`src/rtl/aes_key_sync_loader_if.sv`:
```
// rtl/aes_key_sync_loader_if.sv - header stream and key/sync handoff interfaces for aes_key_sync_loader
interface avalon_st_if #(
  parameter int DATA_WIDTH_IN_BYTES = 16
);
  localparam int EMPTY_W = (DATA_WIDTH_IN_BYTES > 1) ? $clog2(DATA_WIDTH_IN_BYTES) : 1;

  logic [8*DATA_WIDTH_IN_BYTES-1:0] data;
  logic                             valid;
  logic                             rdy;
  logic                             sop;
  logic                             eop;
  logic [EMPTY_W-1:0]               empty;

  modport master (output data, valid, sop, eop, empty, input rdy);
  modport slave  (input data, valid, sop, eop, empty, output rdy);
endinterface

interface dvr_key_if;
  logic [127:0] key;
  logic [127:0] sync;
  logic         valid;
  logic         rdy;

  modport master (output key, sync, valid, input rdy);
  modport slave  (input key, sync, valid, output rdy);
endinterface

```
`src/rtl/aes_key_sync_loader.sv`:
```
// rtl/aes_key_sync_loader.sv - deserializes a 256-bit key/sync header and holds it for the encryptor
// Optional AES_KEY_SYNC_LOADER_SYNC_REUSE_CHECK_EN drops headers that repeat the last delivered sync.
module aes_key_sync_loader #(
  parameter int DATA_WIDTH_IN_BYTES = 16
) (
  input  logic        clk,
  input  logic        rst,
  avalon_st_if.slave  hdr_in,
  dvr_key_if.master   key_out,
  output logic        hdr_err,
  output logic        sync_reuse
);
  localparam int HDR_BEATS = 32 / DATA_WIDTH_IN_BYTES;
  localparam int DW        = 8 * DATA_WIDTH_IN_BYTES;
  localparam int CNT_W     = $clog2(HDR_BEATS) + 1;

  typedef enum logic [1:0] {IDLE, COLLECT, PRESENT} state_t;

  state_t             state, state_n;
  logic [CNT_W-1:0]   cnt, cnt_n;
  logic [255:0]       sr, sr_n, shifted;
  logic [127:0]       key_q, key_n, sync_q, sync_n;
  logic               err_n;
  logic               accept;
  logic               last_beat;

`ifdef AES_KEY_SYNC_LOADER_SYNC_REUSE_CHECK_EN
  logic [127:0]       last_sync, last_sync_n;
  logic               have_prev, have_prev_n;
  logic               reuse_n;
`endif

  assign hdr_in.rdy    = (state != PRESENT);
  assign accept        = hdr_in.valid & hdr_in.rdy;
  assign key_out.valid = (state == PRESENT);
  assign key_out.key   = key_q;
  assign key_out.sync  = sync_q;

  // First byte on the wire lands in the MSB after all beats have shifted in.
  if (HDR_BEATS == 1) begin : g_one_beat
    assign shifted = hdr_in.data;
  end else begin : g_multi_beat
    assign shifted = {sr[255-DW:0], hdr_in.data};
  end

  always_comb begin
    state_n   = state;
    cnt_n     = cnt;
    sr_n      = sr;
    key_n     = key_q;
    sync_n    = sync_q;
    err_n     = 1'b0;
    last_beat = 1'b0;
`ifdef AES_KEY_SYNC_LOADER_SYNC_REUSE_CHECK_EN
    reuse_n     = 1'b0;
    last_sync_n = last_sync;
    have_prev_n = have_prev;
`endif
    unique case (state)
      IDLE: begin
        if (accept && hdr_in.sop) begin
          sr_n      = shifted;
          cnt_n     = CNT_W'(1);
          state_n   = COLLECT;
          last_beat = (HDR_BEATS == 1);
        end
      end
      COLLECT: begin
        if (accept) begin
          sr_n = shifted;
          if (hdr_in.sop) begin
            cnt_n     = CNT_W'(1);
            err_n     = 1'b1;
            last_beat = (HDR_BEATS == 1);
          end else if (cnt + CNT_W'(1) == CNT_W'(HDR_BEATS)) begin
            cnt_n     = cnt + CNT_W'(1);
            last_beat = 1'b1;
          end else if (hdr_in.eop) begin
            cnt_n   = '0;
            err_n   = 1'b1;
            state_n = IDLE;
          end else begin
            cnt_n = cnt + CNT_W'(1);
          end
        end
      end
      PRESENT: begin
        if (key_out.valid && key_out.rdy) begin
          state_n = IDLE;
`ifdef AES_KEY_SYNC_LOADER_SYNC_REUSE_CHECK_EN
          last_sync_n = sync_q;
          have_prev_n = 1'b1;
`endif
        end
      end
      default: state_n = IDLE;
    endcase

    // The final beat must close the header exactly: eop set and every byte valid.
    if (last_beat) begin
      cnt_n = '0;
      if (hdr_in.eop && (hdr_in.empty == '0)) begin
`ifdef AES_KEY_SYNC_LOADER_SYNC_REUSE_CHECK_EN
        if (have_prev && (sr_n[127:0] == last_sync)) begin
          reuse_n = 1'b1;
          state_n = IDLE;
        end else
`endif
        begin
          state_n = PRESENT;
          key_n   = sr_n[255:128];
          sync_n  = sr_n[127:0];
        end
      end else begin
        err_n   = 1'b1;
        state_n = IDLE;
      end
    end
  end

  always_ff @(posedge clk or negedge rst) begin
    if (!rst) begin
      state   <= IDLE;
      cnt     <= '0;
      sr      <= '0;
      key_q   <= '0;
      sync_q  <= '0;
      hdr_err <= 1'b0;
    end else begin
      state   <= state_n;
      cnt     <= cnt_n;
      sr      <= sr_n;
      key_q   <= key_n;
      sync_q  <= sync_n;
      hdr_err <= err_n;
    end
  end

`ifdef AES_KEY_SYNC_LOADER_SYNC_REUSE_CHECK_EN
  always_ff @(posedge clk or negedge rst) begin
    if (!rst) begin
      last_sync  <= '0;
      have_prev  <= 1'b0;
      sync_reuse <= 1'b0;
    end else begin
      last_sync  <= last_sync_n;
      have_prev  <= have_prev_n;
      sync_reuse <= reuse_n;
    end
  end
`else
  assign sync_reuse = 1'b0;
`endif
endmodule
```
`src/flat_wrapper.sv`:
```
// flat-port wrapper written by rule: the top's interface ports become plain ports
module aes_key_sync_loader_flat 
#(
  parameter int DATA_WIDTH_IN_BYTES = 16
)
  (clk, rst, hdr_err, sync_reuse, hdr_in_data, hdr_in_valid, hdr_in_sop, hdr_in_eop, hdr_in_empty, hdr_in_rdy, key_out_key, key_out_sync, key_out_valid, key_out_rdy);
  avalon_st_if #(.DATA_WIDTH_IN_BYTES(DATA_WIDTH_IN_BYTES)) hdr_in_i ();
  dvr_key_if key_out_i ();
  input  logic clk;
  input  logic rst;
  output logic hdr_err;
  output logic sync_reuse;
  input wire logic [$bits(hdr_in_i.data)-1:0] hdr_in_data;
  input wire logic [$bits(hdr_in_i.valid)-1:0] hdr_in_valid;
  input wire logic [$bits(hdr_in_i.sop)-1:0] hdr_in_sop;
  input wire logic [$bits(hdr_in_i.eop)-1:0] hdr_in_eop;
  input wire logic [$bits(hdr_in_i.empty)-1:0] hdr_in_empty;
  output wire logic [$bits(hdr_in_i.rdy)-1:0] hdr_in_rdy;
  output wire logic [$bits(key_out_i.key)-1:0] key_out_key;
  output wire logic [$bits(key_out_i.sync)-1:0] key_out_sync;
  output wire logic [$bits(key_out_i.valid)-1:0] key_out_valid;
  input wire logic [$bits(key_out_i.rdy)-1:0] key_out_rdy;
  assign hdr_in_i.data = hdr_in_data;
  assign hdr_in_i.valid = hdr_in_valid;
  assign hdr_in_i.sop = hdr_in_sop;
  assign hdr_in_i.eop = hdr_in_eop;
  assign hdr_in_i.empty = hdr_in_empty;
  assign hdr_in_rdy = hdr_in_i.rdy;
  assign key_out_key = key_out_i.key;
  assign key_out_sync = key_out_i.sync;
  assign key_out_valid = key_out_i.valid;
  assign key_out_i.rdy = key_out_rdy;
  aes_key_sync_loader #(.DATA_WIDTH_IN_BYTES(DATA_WIDTH_IN_BYTES)) u_core (.clk(clk), .rst(rst), .hdr_in(hdr_in_i), .key_out(key_out_i), .hdr_err(hdr_err), .sync_reuse(sync_reuse));
endmodule
```
`config.mk`:
```
export PLATFORM = sky130hd
export DESIGN_NAME = aes_key_sync_loader_flat
export DESIGN_NICKNAME = d
export VERILOG_FILES = /design/src/rtl/aes_key_sync_loader_if.sv /design/src/rtl/aes_key_sync_loader.sv /design/src/flat_wrapper.sv
export SDC_FILE = /design/constraint.sdc
export NUM_CORES = 1
export LEC_CHECK = 0
export ABC_AREA = 1
export ABC_CLOCK_PERIOD_IN_PS = 1680
export CAP_MARGIN = 20
export CORE_MARGIN = 2
export CORE_UTILIZATION = 40
export CTS_BUF_LIST = sky130_fd_sc_hd__clkbuf_4
export CTS_CLUSTER_SIZE = 10
export DETAILED_ROUTE_END_ITERATION = 10
export GPL_ROUTABILITY_DRIVEN = 0
export GPL_TIMING_DRIVEN = 0
export PLACE_DENSITY = 0.66
export RECOVER_POWER = 25
export SLEW_MARGIN = 0
export SYNTH_ARGS = -nofsm -noshare
export SYNTH_HDL_FRONTEND = slang
export SYNTH_SLANG_ARGS = --single-unit
```
`constraint.sdc`:
```
create_clock -name clk -period 1.68 [get_ports clk]
set_input_delay 0.42 -clock clk [delete_from_list [all_inputs] [get_ports clk]]
set_output_delay 0.42 -clock clk [all_outputs]
set_load 0.02 [all_outputs]
```
# Word level (Yosys, flattened, before mapping)
# Index checks and enable logic that the tools add are counted.
# totals
wordCells	56
register_bits	517
inputBits	138
# classes
mux	29
eq_ne	10
addsub	1
bitwise_logic	1
n_reduce_logical	9
# op_table
op	n
two-way mux 256 bit	2
one-hot mux 256 bit (2 select lines)	1
two-way mux 2 bit	13
two-way mux 1 bit	11
inequality test 3 x 2 -> 1 bit, second input constant	3
inequality test 3 x 1 -> 1 bit, second input constant	2
one-hot mux 2 bit (3 select lines)	1
AND reduction 6 bit	1
== test 2 bit, second input constant	2
logical NOT 4 bit	1
one-hot mux 2 bit (2 select lines)	1
logical AND 1 bit	3
inequality test 3 bit, second input constant	1
AND reduction 3 bit	1
nonzero test 3 bit	1
adder 2 x 1 -> 2 bit, second input constant	1
== test 2 x 1 -> 1 bit, second input constant	1
logical NOT 2 bit	1
inequality test 2 bit, second input constant	1
AND reduction 2 bit	1
AND 1 bit	1

# Longest topological paths before layout
# Gate-level depths: netlist (run 1).
# logic_depth
depth_word	8
ltp_mapped	11
ltp_nobuf	10

# Least setup slack after synthesis (run 1)
# No wires, ideal clock.
# synth_timing
kind	reg-to-reg
from	register u_core.cnt[1]
to	register u_core.sync_q[44], in the netlist u_core.key_out.sync[44]
period_less_slack_ps	1661
slack_ps	19
arrival_time_ps	1529
path_stages_with_launch	12
path_cell_list	dfrtp_1 -> inv_1 -> ha_1 -> nand4_1 -> nor2_1 -> nand2_2 -> buf_4 -> buf_6 -> buf_6 -> buf_6 -> nand2_1 -> o21ai_1
# synth_between
elab_chain_len	7
# synth_lines
element	line_no	rtl
start, declared	aes_key_sync_loader.sv:20	logic [CNT_W-1:0] cnt, cnt_n;
start signal, assigned	aes_key_sync_loader.sv:131	cnt <= cnt_n;
adder 2 x 1 -> 2 bit	aes_key_sync_loader.sv:75	end else if (cnt + CNT_W'(1) == CNT_W'(HDR_BEATS)) begin
== test 2 bit	aes_key_sync_loader.sv:75	
two-way mux 1 bit	aes_key_sync_loader.sv:75	
two-way mux 1 bit	aes_key_sync_loader.sv:71	if (hdr_in.sop) begin
two-way mux 1 bit	aes_key_sync_loader.sv:69	if (accept) begin
two-way mux 1 bit	n/a	
AND reduction 2 bit (no source line)	n/a	
end signal, assigned	aes_key_sync_loader.sv:134	sync_q <= sync_n;
end, declared	aes_key_sync_loader.sv:22	logic [127:0] key_q, key_n, sync_q, sync_n;
# No other way between the ends.
# A chain may end at the register's enable or synchronous reset.

# Worst setup path after layout (run 1)
# layout_timing
from	register u_core.state[0]
to	output port hdr_in_rdy
# layout_between
elab_chain_len	1
# layout_lines
element	line_no	rtl
start, declared	aes_key_sync_loader.sv:19	state_t state, state_n;
start signal, assigned	aes_key_sync_loader.sv:130	state <= state_n;
inequality test 2 bit	aes_key_sync_loader.sv:33	assign hdr_in.rdy = (state != PRESENT);
end, declared	flat_wrapper.sv:18	output wire logic [$bits(hdr_in_i.rdy)-1:0] hdr_in_rdy;
# No other way between the ends.

==> qor.yml, run 1 <==
setup_path:
  cp_top_family: "flip-flops"
  reg2reg_depth: 13
  rrSetupSlack_ns: -0.42
  cp.required_ns: 1.26
  r2r_start: "u_core.state[0]"
  r2r_end: "u_core.key_out.key[105]"
  worstSetupEndpointType: "primary output"
  crit_arrival_ns: 1.69
  start_kind: "flop"
  critPathMaxStageDelay_ns: 0.43
  path_cells: "nor2_4 > inv_2 > buf_6"
  worstSetupPathDepth: 3
  path_class: "reg2out"
  crit_slowest_cell: "dfrtp_2"
  path_buf_inv: 2
  crit_fanout: 3
grt:
  grt_max_degree: 121
  gr-usage-all-layers: 0.266
  overflow: 0
  antenna_found_initial: 5
  grt_pass1_vias: 20800
  grt_pass1_wl_um: 114000
status:
  violations: "negative setup slack"
  status: "complete, but fails checks"
timing:
  min_period_ns: 2.11
  max-slew-margin-rel: 0.337
  maxSlewViolCount: 0
  rsz0062_at_grt: "yes"
  setup-tns-final_ns: -189.89
  finalSetupViolCount: 869
  finalHoldViolations: 0
  period_share: 1.26
  fin_ws_ns: -0.434
  worstMarginPinSlew_ns: 0.995
  worst_clock_skew_ns: 0.0485
  fmax_ghz: 0.473
final_layout:
  areaGrowthSynthToFinish_pct: 53.3
  num-nets-final: 3423
  drive_gt1_frac: 0.301
  nFillCells: 4441
worst_hold_path:
  hp-start: "hdr_in_data[24]"
  min_to: "u_core.sr[24]"
  hp-class: "in2reg"
  hold_depth: 5
die:
  die_x_um: 236
  die_area_sq_um: 55700
  die_height_um: 236
  row_count: 85
  pin_count: 398
  coreArea_sq_um: 53500
  initial_core_util: 0.403
power:
  p_sw_frac: 0.372
  p_switching_mw: 18.5
  pwr-share-clk: 0.232
  power.density_nw_per_um2: 1500
  intPower_mw: 31.2
  leakage_nw: 17.7
  p_comb_frac: 0.393
  ir_drop_mv: 0.748
  p_seq_frac: 0.374
cts:
  cts_tree: "done"
  clk-insertion-delay-late_ns: 0.96
  htree_levels: 4
  numCtsBuffers: 140
  cts_sinks: 517
  cts.clk_slew.worst_paths_ns: 0.06
  cts-root-buf: "clkbuf_4"
  cts_buffer_depth: 3
synthesis:
  syn_nets: 2642
  synth_flop_cell: "dfrtp_1"
  yosysMostFrequentCell: "nand2_1"
  synth_top_area_cell: "dfrtp_1"
  synthTopCellsByCount: "nand2_1, inv_1, dfrtp_1"
  synth_edf_count: 0
  synth_cells: 2503
  synth_top_area_frac: 0.601
  synthTopCellsByArea: "dfrtp_1, nand2_1, inv_1, nand3b_1, o21ai_0"
  avgSynthCellArea_sq_um: 8.61
  synth_seq_area_share: 0.601
  ys_warn_count: 0
  synthArstFlopShare: 1.00
  ys_ff_latch: 517
  syn_area_sq_um: 21500
  ys_types: 21
routing:
  via_per_inst: 4.79
  wire_per_inst_um: 17.9
  dr.first_iter.drc_count: 1400
  via_count: 19600
  drtAntennaViolNets: 0
  first_pass_iters: 6
  remaining_drc_errors: 0
  wirelength_um: 73000
placement:
  dp_slack_ns: -1.29
  place.port_buffers: 396
  hpwl_um: 46800
job:
  drv_cap: 0
==> how the worst max path moves through the flow <==
stage	endpoint	from	slack, ns
5_1_grt	hdr_in_rdy	u_core.state[0]	-0.57
6_report	hdr_in_rdy	u_core.state[0]	-0.43
2_1_floorplan	u_core.key_out.sync[44]	u_core.cnt[1]	0.02
3_5_place_dp	u_core.key_out.key[96]	hdr_in_valid	-1.29
4_1_cts	hdr_in_rdy	u_core.state[0]	-0.55
3_3_place_gp	u_core.key_out.sync[24]	rst	-22.07
==> final cells by class <==
class	count	area [sq um]	area share
flip-flops and latches	517	12900	0.392
repair buffers	639	7210	0.218
multi-input cells	1323	6630	0.201
inverters	523	1970	0.0595
plain buffers	140	1590	0.0481
clock buffers	205	1540	0.0466
well taps	696	871	0.0264
clock inverters	36	255	0.00773
diodes	6	15.0	0.000455
==> metrics by stage <==
step	instances	power, mW	utilization	hold slack, ns	instance area, sq um
2_1_floorplan	2503	27.9	-	0.124	21500
3_3_place_gp	3595	34.3	0.493	0.468	26400
3_5_place_dp	3600	34.7	0.495	0.434	26500
4_1_cts	4074	49.5	0.615	-0.0567	32900
5_1_grt	4085	53.0	0.617	0.0260	33000
6_report	4085	49.7	0.617	0.138	33000
==> repair_timing <==
| item | in CTS | in global routing |
|---|---|---|
| hold endpoints to repair | 467 | 2 |
| hold buffers | 56 | 2 |
| pin swaps | 21 | 5 |
| resized for setup | 2242 | 50 |
| cloned | 43 | 1 |
| buffers inserted | 137 | 4 |
| endpoints found under the setup margin | 774 | 774 |
==> routing by layer <==
metal  routed length, um  share of wire  GRT usage
met1               30200           0.41      0.326
met3                4560          0.062     0.0752
met5                   0              0          0
met2               35000           0.48      0.427
met4                3230          0.044      0.139
==> placed cells by master (no fill, tap or decap), drive strengths merged, types with 2 or more instances in the layout <==
cell / netlist / layout
clkinv: 0 / 25
clkbuf: 69 / 293
buf: 72 / 494
bufinv: 0 / 4
dlygate4sd3: 0 / 58
bufbuf: 0 / 3
dfrtp: 517 / 517
nor2: 8 / 8
inv: 523 / 528
o21ai: 260 / 260
nand2: 789 / 790
nand3: 132 / 132
diode: 0 / 6
clkinvlp: 0 / 2
clkdlybuf4s50: 0 / 136
nand4: 2 / 2
nand3b: 127 / 127
==> power groups by stage <==
stage / Combinational, mW / Sequential (mW) / Clock, mW
final: 19.5 / 18.6 / 11.5
after global routing: 21.5 / 18.9 / 12.6
after global placement: 15.9 / 18.4 / 0
after detailed placement: 16.3 / 18.4 / 0
after CTS: 19.1 / 18.5 / 11.8
after floorplan: 8.24 / 19.6 / 0
==> worst reg2reg max path, stage by stage (launching register included) <==
cell	delay, ns
dfrtp_2	0.40
buf_4	0.14
buf_6	0.11
nand4_1	0.10
nor2_2	0.15
nand2_4	0.11
buf_12	0.18
buf_12	0.13
buf_16	0.15
buf_16	0.16
buf_12	0.14
buf_16	0.12
nand2_1	0.05
o21ai_1	0.06
==> state kept, by name, summed over array words and instances, names as in the netlist <==
register and cells:
u_core.sr 256, u_core.key_out.key 128, u_core.key_out.sync 128, u_core.cnt 2, u_core.state 2, u_core.hdr_err 1
==> cells by family after synthesis <==
logic type | after synthesis | synth area share
other cells | 1 | 0.000174
flops | 517 | 0.601
buf+inv | 664 | 0.123
fa+ha+maj | 1 | 0.000581
compound gates | 261 | 0.0606
simple gates | 1059 | 0.215
No activity file was read; power rests on OpenSTA's default activity.
==> run 2, diff against run 1 <==
--- a/config.mk
+++ b/config.mk
@@ -8,6 +8,7 @@
 export ABC_AREA = 1
 export ABC_CLOCK_PERIOD_IN_PS = 1680
 export CAP_MARGIN = 20
+export CORE_ASPECT_RATIO = 1.2
 export CORE_MARGIN = 2
 export CORE_UTILIZATION = 40
 export CTS_BUF_LIST = sky130_fd_sc_hd__clkbuf_4
==> run 2 against run 1 <==
Maximum frequency grew 1.6%. Critical endpoint is now u_core.key_out.key[115]. First-iteration DRC count fell by 13%. Hold slack got worse by 0.037 ns. The run still ends with negative setup slack left. Worst setup slack gained 0.033 ns. Critical path type is now reg2reg. Die area is essentially flat. Non-clock buffer count increased by 21.
==> qor.yml, run 2 (same netlist as run 1, synthesis figures left out) <==
status:
  status: "complete, but fails checks"
  violations: "negative setup slack"
job:
  drv_cap: 0  # unchanged
placement:
  place.port_buffers: 396  # unchanged
  dp_cells: 3615  # +0.42%
  hpwl_um: 45600  # -2.6%
routing:
  via_per_inst: 4.81  # +0.54%
  first_pass_iters: 5  # -1
  drtAntennaViolNets: 0  # unchanged
  wirelength_um: 75900  # +4.0%
  via_count: 19800  # +1.1%
  wire_per_inst_um: 18.5  # +3.5%
  dr.first_iter.drc_count: 1215  # -13%
  remaining_drc_errors: 0  # unchanged
timing:
  fin_ws_ns: -0.401  # +0.0332 ns
  min_period_ns: 2.08  # -0.0332 ns
  max-slew-margin-rel: 0.329  # -0.00768
  rsz0062_at_grt: "yes"
  finalHoldViolations: 0  # unchanged
  worstMarginPinSlew_ns: 1.01  # +0.0115 ns
  maxSlewViolCount: 0  # unchanged
  hold_ws_ns: 0.102  # -0.0366 ns
  fmax_ghz: 0.480  # +1.6%
  finalSetupViolCount: 772  # -11%
  worst_clock_skew_ns: 0.0503  # +0.00184 ns
  period_share: 1.24  # -0.0198
setup_path:
  path_buf_inv: 7  # +5
  path_class: "reg2reg"
  critPathMaxStageDelay_ns: 0.40  # -0.03 ns
  cp_top_family: "buffers and inverters"
  crit_arrival_ns: 2.82  # +1.13 ns
  timing.critical_path.mode_cell: "buf_16"
  worstSetupEndpointType: "flop"
  cp.required_ns: 2.42  # +1.16 ns
  start_kind: "flop"
  crit_slowest_cell: "dfrtp_1"
  path_cells: "inv_2 > buf_6 > nand4_1 > nor2_2 > nand2_4 > buf_12 > buf_16 > buf_16 > buf_12 > buf_16 > nand2_1 > o21ai_1"
  crit_fanout: 8  # +5
cts:
  cts_tree: "done"
  htree_levels: 4  # unchanged
  cts-root-buf: "clkbuf_4"
  numCtsBuffers: 138  # -1.4%
  cts_sinks: 517  # unchanged
  clk-insertion-delay-late_ns: 0.88  # -0.08 ns
  cts.clk_slew.worst_paths_ns: 0.07  # about the same
  cts_buffer_depth: 3  # unchanged
die:
  coreArea_sq_um: 53400  # -0.16%
  die_height_um: 258  # +9.4%
  initial_core_util: 0.403  # +0.000641
  pin_count: 398  # unchanged
  row_count: 93  # +9.4%
  die_x_um: 216  # -8.6%
  die_area_sq_um: 55700  # about the same
final_layout:
  top_register: "u_core.sr"
  drive_gt1_frac: 0.403  # +0.102
  fin_util: 0.650  # +0.0324
  num-nets-final: 3441  # +0.53%
  largest_register_ffs: 256  # unchanged
  stdcell_count: 4106  # +0.51%
  final_cell_mix: "inv_1, dfrtp_1, nand2_1"
  layout_commonest_cell: "inv_1"
  areaGrowthSynthToFinish_pct: 61.1
power:
  leakage_nw: 18.3  # +3.4%
  ir_drop_mv: 0.708  # -5.3%
  power_mw: 52.4  # +5.4%
  power.density_nw_per_um2: 1510  # +0.33%
grt:
  grt_pass1_wl_um: 111000  # -2.6%
  grt_pass1_vias: 20400  # -2.2%
  overflow: 0  # unchanged
  antenna_found_initial: 5  # unchanged
  grt_max_degree: 123  # +1.7%
  gr-usage-all-layers: 0.256  # -0.00929
worst_hold_path:
  hp-class: "in2async"
run 2: cell count changes in the layout (fill, tap and decap cells not counted), sizes merged:
cell	before	now
inv	528	527
clkinvlp	2	3
dlygate4sd3	58	1
clkbuf	293	269
nand2	790	789
diode	6	5
clkinv	25	22
buf	494	587
clkdlybuf4s15	0	1
bufbuf	3	0
run 2: cell type report:
type                       instances  area (sq um)
inverter                         523          1960
fill                            4051         18700
timing repair buffer             666          7670
multi-input combinational       1322          7750
tap                              712           891
sequential                       517         12900
buffer                           134          1770
clock inverter                    33           246
antenna                            5          12.5
clock buffer                     194          1460
run 2: repair_timing:
action,4_1_cts,5_1_grt
setup endpoints to repair,774,870
hold endpoints to repair,65,0
hold buffers,1,0
cloned,37,26
resized for setup,2277,513
setup buffers,183,27
pin swaps,17,61
run 2: final timing paths:
check	startpoint	end	slack [ns]	cells past startpoint
hold / removal	rst	u_core.key_out.sync[101]	0.10	2
min in group clk	hdr_in_data[118]	u_core.sr[118]	0.18	5
hold reg to reg	u_core.key_out.key[87]	u_core.key_out.key[87]	0.51	2
max in group asynchronous	rst	u_core.key_out.key[77]	0.10	4
setup reg to reg	u_core.state[1]	u_core.key_out.key[115]	-0.40	12
setup / recovery	u_core.state[1]	u_core.key_out.key[115]	-0.40	12
run 2: power by group:
group	total [mW]	switching, mW	internal (mW)	leakage, nW
Clock	11.2	5.26	5.90	1.01
Combinational	22.5	12.5	10.0	11.0
Sequential	18.7	2.07	16.6	6.33
run 2: per-stage QoR:
step | setup slack [ns] | setup TNS (ns) | cell area, sq um
after floorplan | 0.0190 | 0 | 21500
after global placement | -22.17 | - | 26400
after detailed placement | -1.52 | -605.95 | 26500
after CTS | -0.445 | -152.14 | 32600
after global routing | -0.454 | -224.34 | 34700
final | -0.401 | -170.61 | 34700
run 2: layer usage:
metal	global-route usage	vias up	wire, um	share of wire
li1	-	9248	-	-
met5	0	-	0	0
met3	0.0502	166	3520	0.046
met4	0.127	0	3540	0.047
met2	0.426	571	37700	0.50
met1	0.321	9774	31100	0.41
==> run 3, diff against run 2 <==
==> constraint.sdc (replaced) <==
create_clock -name clk -period 1.68 [get_ports clk]
set_input_delay 0.42 -clock clk [delete_from_list [all_inputs] [get_ports clk]]
set_output_delay 0.42 -clock clk [all_outputs]
set_load 0.005 [all_outputs]
==> run 3 against run 2 <==
The flow still finishes with violations (negative setup slack). Routed wire length increased by 1.3%. Final cell count increased by 3.1%. Non-clock buffer count increased by 132. Sequential share of layout area decreased by 0.054 points. Hold slack got worse by 0.0072 ns. Maximum frequency decreased by 0.92%. Power decreased by 2.6%. Clock-buffer cell count unchanged. Combinational power decreased by 4%. Worst setup slack got worse by 0.019 ns. Sequential power decreased by 2%. Die area unchanged. Highest routed layer is now met5.
==> qor.yml, run 3 (same netlist as run 1, synthesis figures left out) <==
setup_path:
  start_kind: "flop"
  path_class: "reg2reg"
  crit_fanout: 6  # -2
  crit_arrival_ns: 2.86  # +0.04 ns
  critPathMaxStageDelay_ns: 0.41  # about the same
  r2r_end: "u_core.key_out.key[46]"
  crit_slowest_cell: "dfrtp_1"
  worstSetupEndpointType: "flop"
  reg2reg_depth: 12  # unchanged
  cp.required_ns: 2.43  # about the same
  path_cells: "inv_2 > buf_6 > nand4_1 > nor2_2 > nand2_4 > buf_12 > buf_8 > buf_16 > buf_12 > clkbuf_16 > nand2_2 > o21ai_1"
  cp-endpoint: "u_core.key_out.key[46]"
  r2r_start: "u_core.state[1]"
  rrSetupSlack_ns: -0.42  # -0.02 ns
  timing.critical_path.mode_cell: "buf_12"
  crit_start: "u_core.state[1]"
routing:
  via_count: 20300  # +2.5%
  wirelength_um: 76900  # +1.3%
  wire_per_inst_um: 18.2  # -1.8%
  via_per_inst: 4.78  # -0.59%
  dr_wl_met3_um: 3830  # +9.0%
  wl_met2_um: 38800  # +2.9%
  first_pass_iters: 7  # +2
  drtAntennaViolNets: 0  # unchanged
  dr.first_iter.drc_count: 1103  # -9.2%
  top_layer: "met5"
  remaining_drc_errors: 0  # unchanged
  wl_met1_um: 30900  # -0.71%
job:
  drv_cap: 0  # unchanged
final_layout:
  multi_input_area_sq_um: 8210  # +6.0%
  largest_register_ffs: 256  # unchanged
  stdcell_count: 4235  # +3.1%
  areaGrowthSynthToFinish_pct: 61.3
  drive_gt1_frac: 0.431  # +0.0284
  top_register: "u_core.sr"
  nFillCells: 4109  # +1.4%
  regArea_sq_um: 12900  # about the same
  fin_area_sq_um: 34800  # +0.16%
  layout_commonest_cell: "inv_1"
  final_cell_mix: "inv_1, dfrtp_1, nand2_1"
  num-nets-final: 3573  # +3.8%
status:
  status: "complete, but fails checks"
  violations: "negative setup slack"
cts:
  cts_buffer_depth: 3  # unchanged
  cts_sinks: 517  # unchanged
  cts_tree: "done"
  numCtsBuffers: 138  # unchanged
  cts.clk_slew.worst_paths_ns: 0.07  # about the same
  htree_levels: 4  # unchanged
  cts-root-buf: "clkbuf_4"
  clk-insertion-delay-late_ns: 0.89  # about the same
die:
  pin_count: 398  # unchanged
  coreArea_sq_um: 53400  # unchanged
  initial_core_util: 0.403  # unchanged
  row_count: 93  # unchanged
  die_height_um: 258  # unchanged
  die_area_sq_um: 55700  # unchanged
  die_x_um: 216  # unchanged
timing:
  worstMarginPinSlew_ns: 1.02  # +0.0127 ns
  max-slew-margin-rel: 0.320  # -0.00846
  min_period_ns: 2.10  # +0.0193 ns
  finalSetupViolCount: 769  # -0.39%
  fin_ws_ns: -0.421  # -0.0193 ns
  period_share: 1.25  # +0.0115
  rsz0062_at_grt: "yes"
  maxSlewViolCount: 0  # unchanged
  setup-tns-final_ns: -158.56  # +12.05 ns
  fmax_ghz: 0.476  # -0.92%
  finalHoldViolations: 0  # unchanged
  worst_clock_skew_ns: 0.0590  # +0.00866 ns
placement:
  place.port_buffers: 396  # unchanged
  hpwl_um: 45600  # unchanged
  dp_cells: 3615  # unchanged
  dp_slack_ns: -1.52  # unchanged
  placed_area_sq_um: 26500  # unchanged
power:
  leakage_nw: 19.0  # +3.4%
  power.density_nw_per_um2: 1470  # -2.7%
  ir_drop_mv: 0.718  # +1.3%
  power_mw: 51.0  # -2.6%
grt:
  grt_max_degree: 123  # unchanged
  grt_pass1_wl_um: 111000  # +0.19%
  gr-usage-all-layers: 0.256  # about the same
  grt_pass1_vias: 20500  # +0.75%
  antenna_found_initial: 4  # -1
  overflow: 0  # unchanged
worst_hold_path:
  hp-class: "in2async"
## run 3: routing by layer
metal | GRT usage | vias up
li1 | - | 9510
met3 | 0.0521 | 169
met2 | 0.432 | 573
met4 | 0.122 | 2
met5 | 0 | -
met1 | 0.316 | 10000
## run 3: layout make-up
cell class / instances / area share
multi-input cells: 1322 / 0.236
flip-flops and latches: 517 / 0.372
plain buffers: 134 / 0.0510
clock buffers: 194 / 0.0419
inverters: 523 / 0.0565
diodes: 2 / 0.000144
clock inverters: 33 / 0.00709
well taps: 712 / 0.0256
repair buffers: 798 / 0.209
## run 3: worst min-delay path by stage
stage                                           to              startpoint  cells past startpoint
after detailed placement  u_core.key_out.sync[101]                     rst                      1
after global placement      u_core.key_out.key[87]  u_core.key_out.key[87]                      2
after CTS                           u_core.sr[219]                     rst                      2
after global routing       u_core.key_out.key[111]                     rst                      2
after floorplan                      u_core.cnt[0]                     rst                      0
final                     u_core.key_out.sync[101]                     rst                      2
## run 3: where the power goes
group / switching, mW / internal, mW
logic: 11.4 / 10.1
clock network: 5.29 / 5.90
registers: 1.69 / 16.6
total: 18.4 / 32.6
## run 3: repair_timing
item | CTS | global route
pin swaps | 11 | 19
cloned | 39 | 23
hold buffers | 1 | 0
endpoints found under the setup margin | 774 | 874
endpoints found under the hold margin | 65 | 0
setup buffers | 222 | 120
resized for setup | 1793 | 594
## run 3: worst max-delay path, delay by kind of cell, from the launching register on
kind / cells / cell delay (ns)
AOI/OAI and AO/OA: 1 / 0.05
DFF: 1 / 0.41
buffers and inverters: 7 / 0.98
and+or+nand+nor: 4 / 0.50
## run 3: stage by stage
stage | hold WS (ns) | util
floorplan | 0.124 | -
global placement | 0.466 | 0.494
detailed placement | 0.415 | 0.496
CTS | 0.0493 | 0.591
global route | 0.106 | 0.651
finish | 0.0945 | 0.651
==> edit: new RTL, settings of run 3 <==
Add a define of `AES_KEY_SYNC_LOADER_SYNC_REUSE_CHECK_EN`.
--- a/src/rtl/aes_key_sync_loader.sv
+++ b/src/rtl/aes_key_sync_loader.sv
@@ -1,5 +1,7 @@
 // rtl/aes_key_sync_loader.sv - deserializes a 256-bit key/sync header and holds it for the encryptor
 // Optional AES_KEY_SYNC_LOADER_SYNC_REUSE_CHECK_EN drops headers that repeat the last delivered sync.
+`define AES_KEY_SYNC_LOADER_SYNC_REUSE_CHECK_EN
+
 module aes_key_sync_loader #(
   parameter int DATA_WIDTH_IN_BYTES = 16
 ) (
Formal check against the unedited RTL: no difference found for any inputs over 4 cycles, from zero or initial values and one cycle with rst low; that may be too few to reach the edited logic, so the function may still have changed.
==> edit against run 3 <==
  * The run ends with negative hold slack, max-capacitance violations, max-slew violations, negative setup slack left
  * Setup slack got worse by 1.2 ns
  * Total power rose by 13%
  * Final area rose by 13%
  * Wire length rose by 58%
  * Worst hold slack got worse by 0.35 ns
  * Synthesized cell count rose by 30%
  * Sequential cell count rose by 130
  * Core utilization fell by 8.7 points
  * Synthesized area rose by 31%
  * Die area rose by 31%
==> edit: results (changes against run 3) <==
stage,metric,value,unit,change
clock_tree,Sink Count,647,,+25%
timing,setup slack after layout,-1.66,ns,-1.24 ns
synthesis,"Seq/Total Area, Yosys",0.573,,-0.0281
clock_tree,clk_lat worst skew,1.07,ns,+0.18 ns
finish,n_diodes,16,,+14
placement,Placed Instance Area,33600,um2,+27%
power_and_ir_drop,sequential power share,0.388,,+0.029
finish,Final Non-Filler Cells,4971,,+17%
synthesis,top post-synthesis cells by area,"dfrtp_1 57%, nand2_1 15%, nand3_1 8.6%, mux2i_1 4.2%, inv_1 3.9%",,
drt,M1 WL,43400,um,+41%
timing,Final Hold Viols,68,,+68
power_and_ir_drop,Pint,34.4,mW,+5.7%
power_and_ir_drop,total power,57.4,mW,+13%
finish,Layout clock area frac,0.0544,,+0.00544
finish,multi-input logic portion of the cell area,0.297,,+0.0608
power_and_ir_drop,Pleak,20.6,nW,+8.8%
grt,All-Layer GR Usage,0.323,,+0.0664
finish,clock buffers,235,,+21%
setup_path,"Max FO, Critical Path",8,,+2
grt,number of global-route vias before repair,26023,,+27%
status,outcome,finished with violations,,
timing,Final setup viols,1277,,+66%
drt,WL met3,13000,um,+240%
run,max cap viols,1,,+1
synthesis,post-synth cell types,29,,+38%
setup_path,CP top delay family,simple AND/OR/NAND/NOR gates,,
synthesis,Synth Area per Inst,8.66,um2,+0.61%
synthesis,commonest cells in the netlist,"1132 x nand2_1, 647 x dfrtp_1, 488 x nand3_1, 297 x inv_1, 184 x nor2_1",,
timing,"Slew Viols, Final",62,,+62
timing,hold_ws,-0.256,ns,-0.351 ns
status,failing checks,"negative hold slack, max-capacitance violations, max-slew violations, negative setup slack",,
setup_path,FF-to-FF path depth,24,,+12
-- edit: cell types whose count changed after synthesis, sizes merged, moves of 130 or more --
cell / run 3 / this run
nand3: 132 / 489
o21ai: 260 / 23
dfrtp: 517 / 647
inv: 523 / 298
nand2: 789 / 1135
nor2: 8 / 184
-- edit: cells by family after synthesis --
kind of cell	Yosys count	synth area share
flops	647	0.573
mux	155	0.0564
simple gates	1886	0.281
fa+ha+maj	1	0.000442
compound gates	117	0.0210
buf+inv	460	0.0688
-- edit: what timing repair did --
action | 4_1_cts | 5_1_grt
buffers inserted | 33 | 19
endpoints found under the hold margin | 199 | 134
gates cloned | 15 | 17
pin swaps | 27 | 66
setup endpoints to repair | 890 | 798
gates resized for setup | 314 | 454
-- edit: metrics by stage --
step | util | setup slack, ns
after floorplan | - | -0.702
after global placement | 0.479 | -29.52
after detailed placement | 0.481 | -3.16
after CTS | 0.537 | -1.59
after global routing | 0.564 | -1.76
final | 0.564 | -1.66
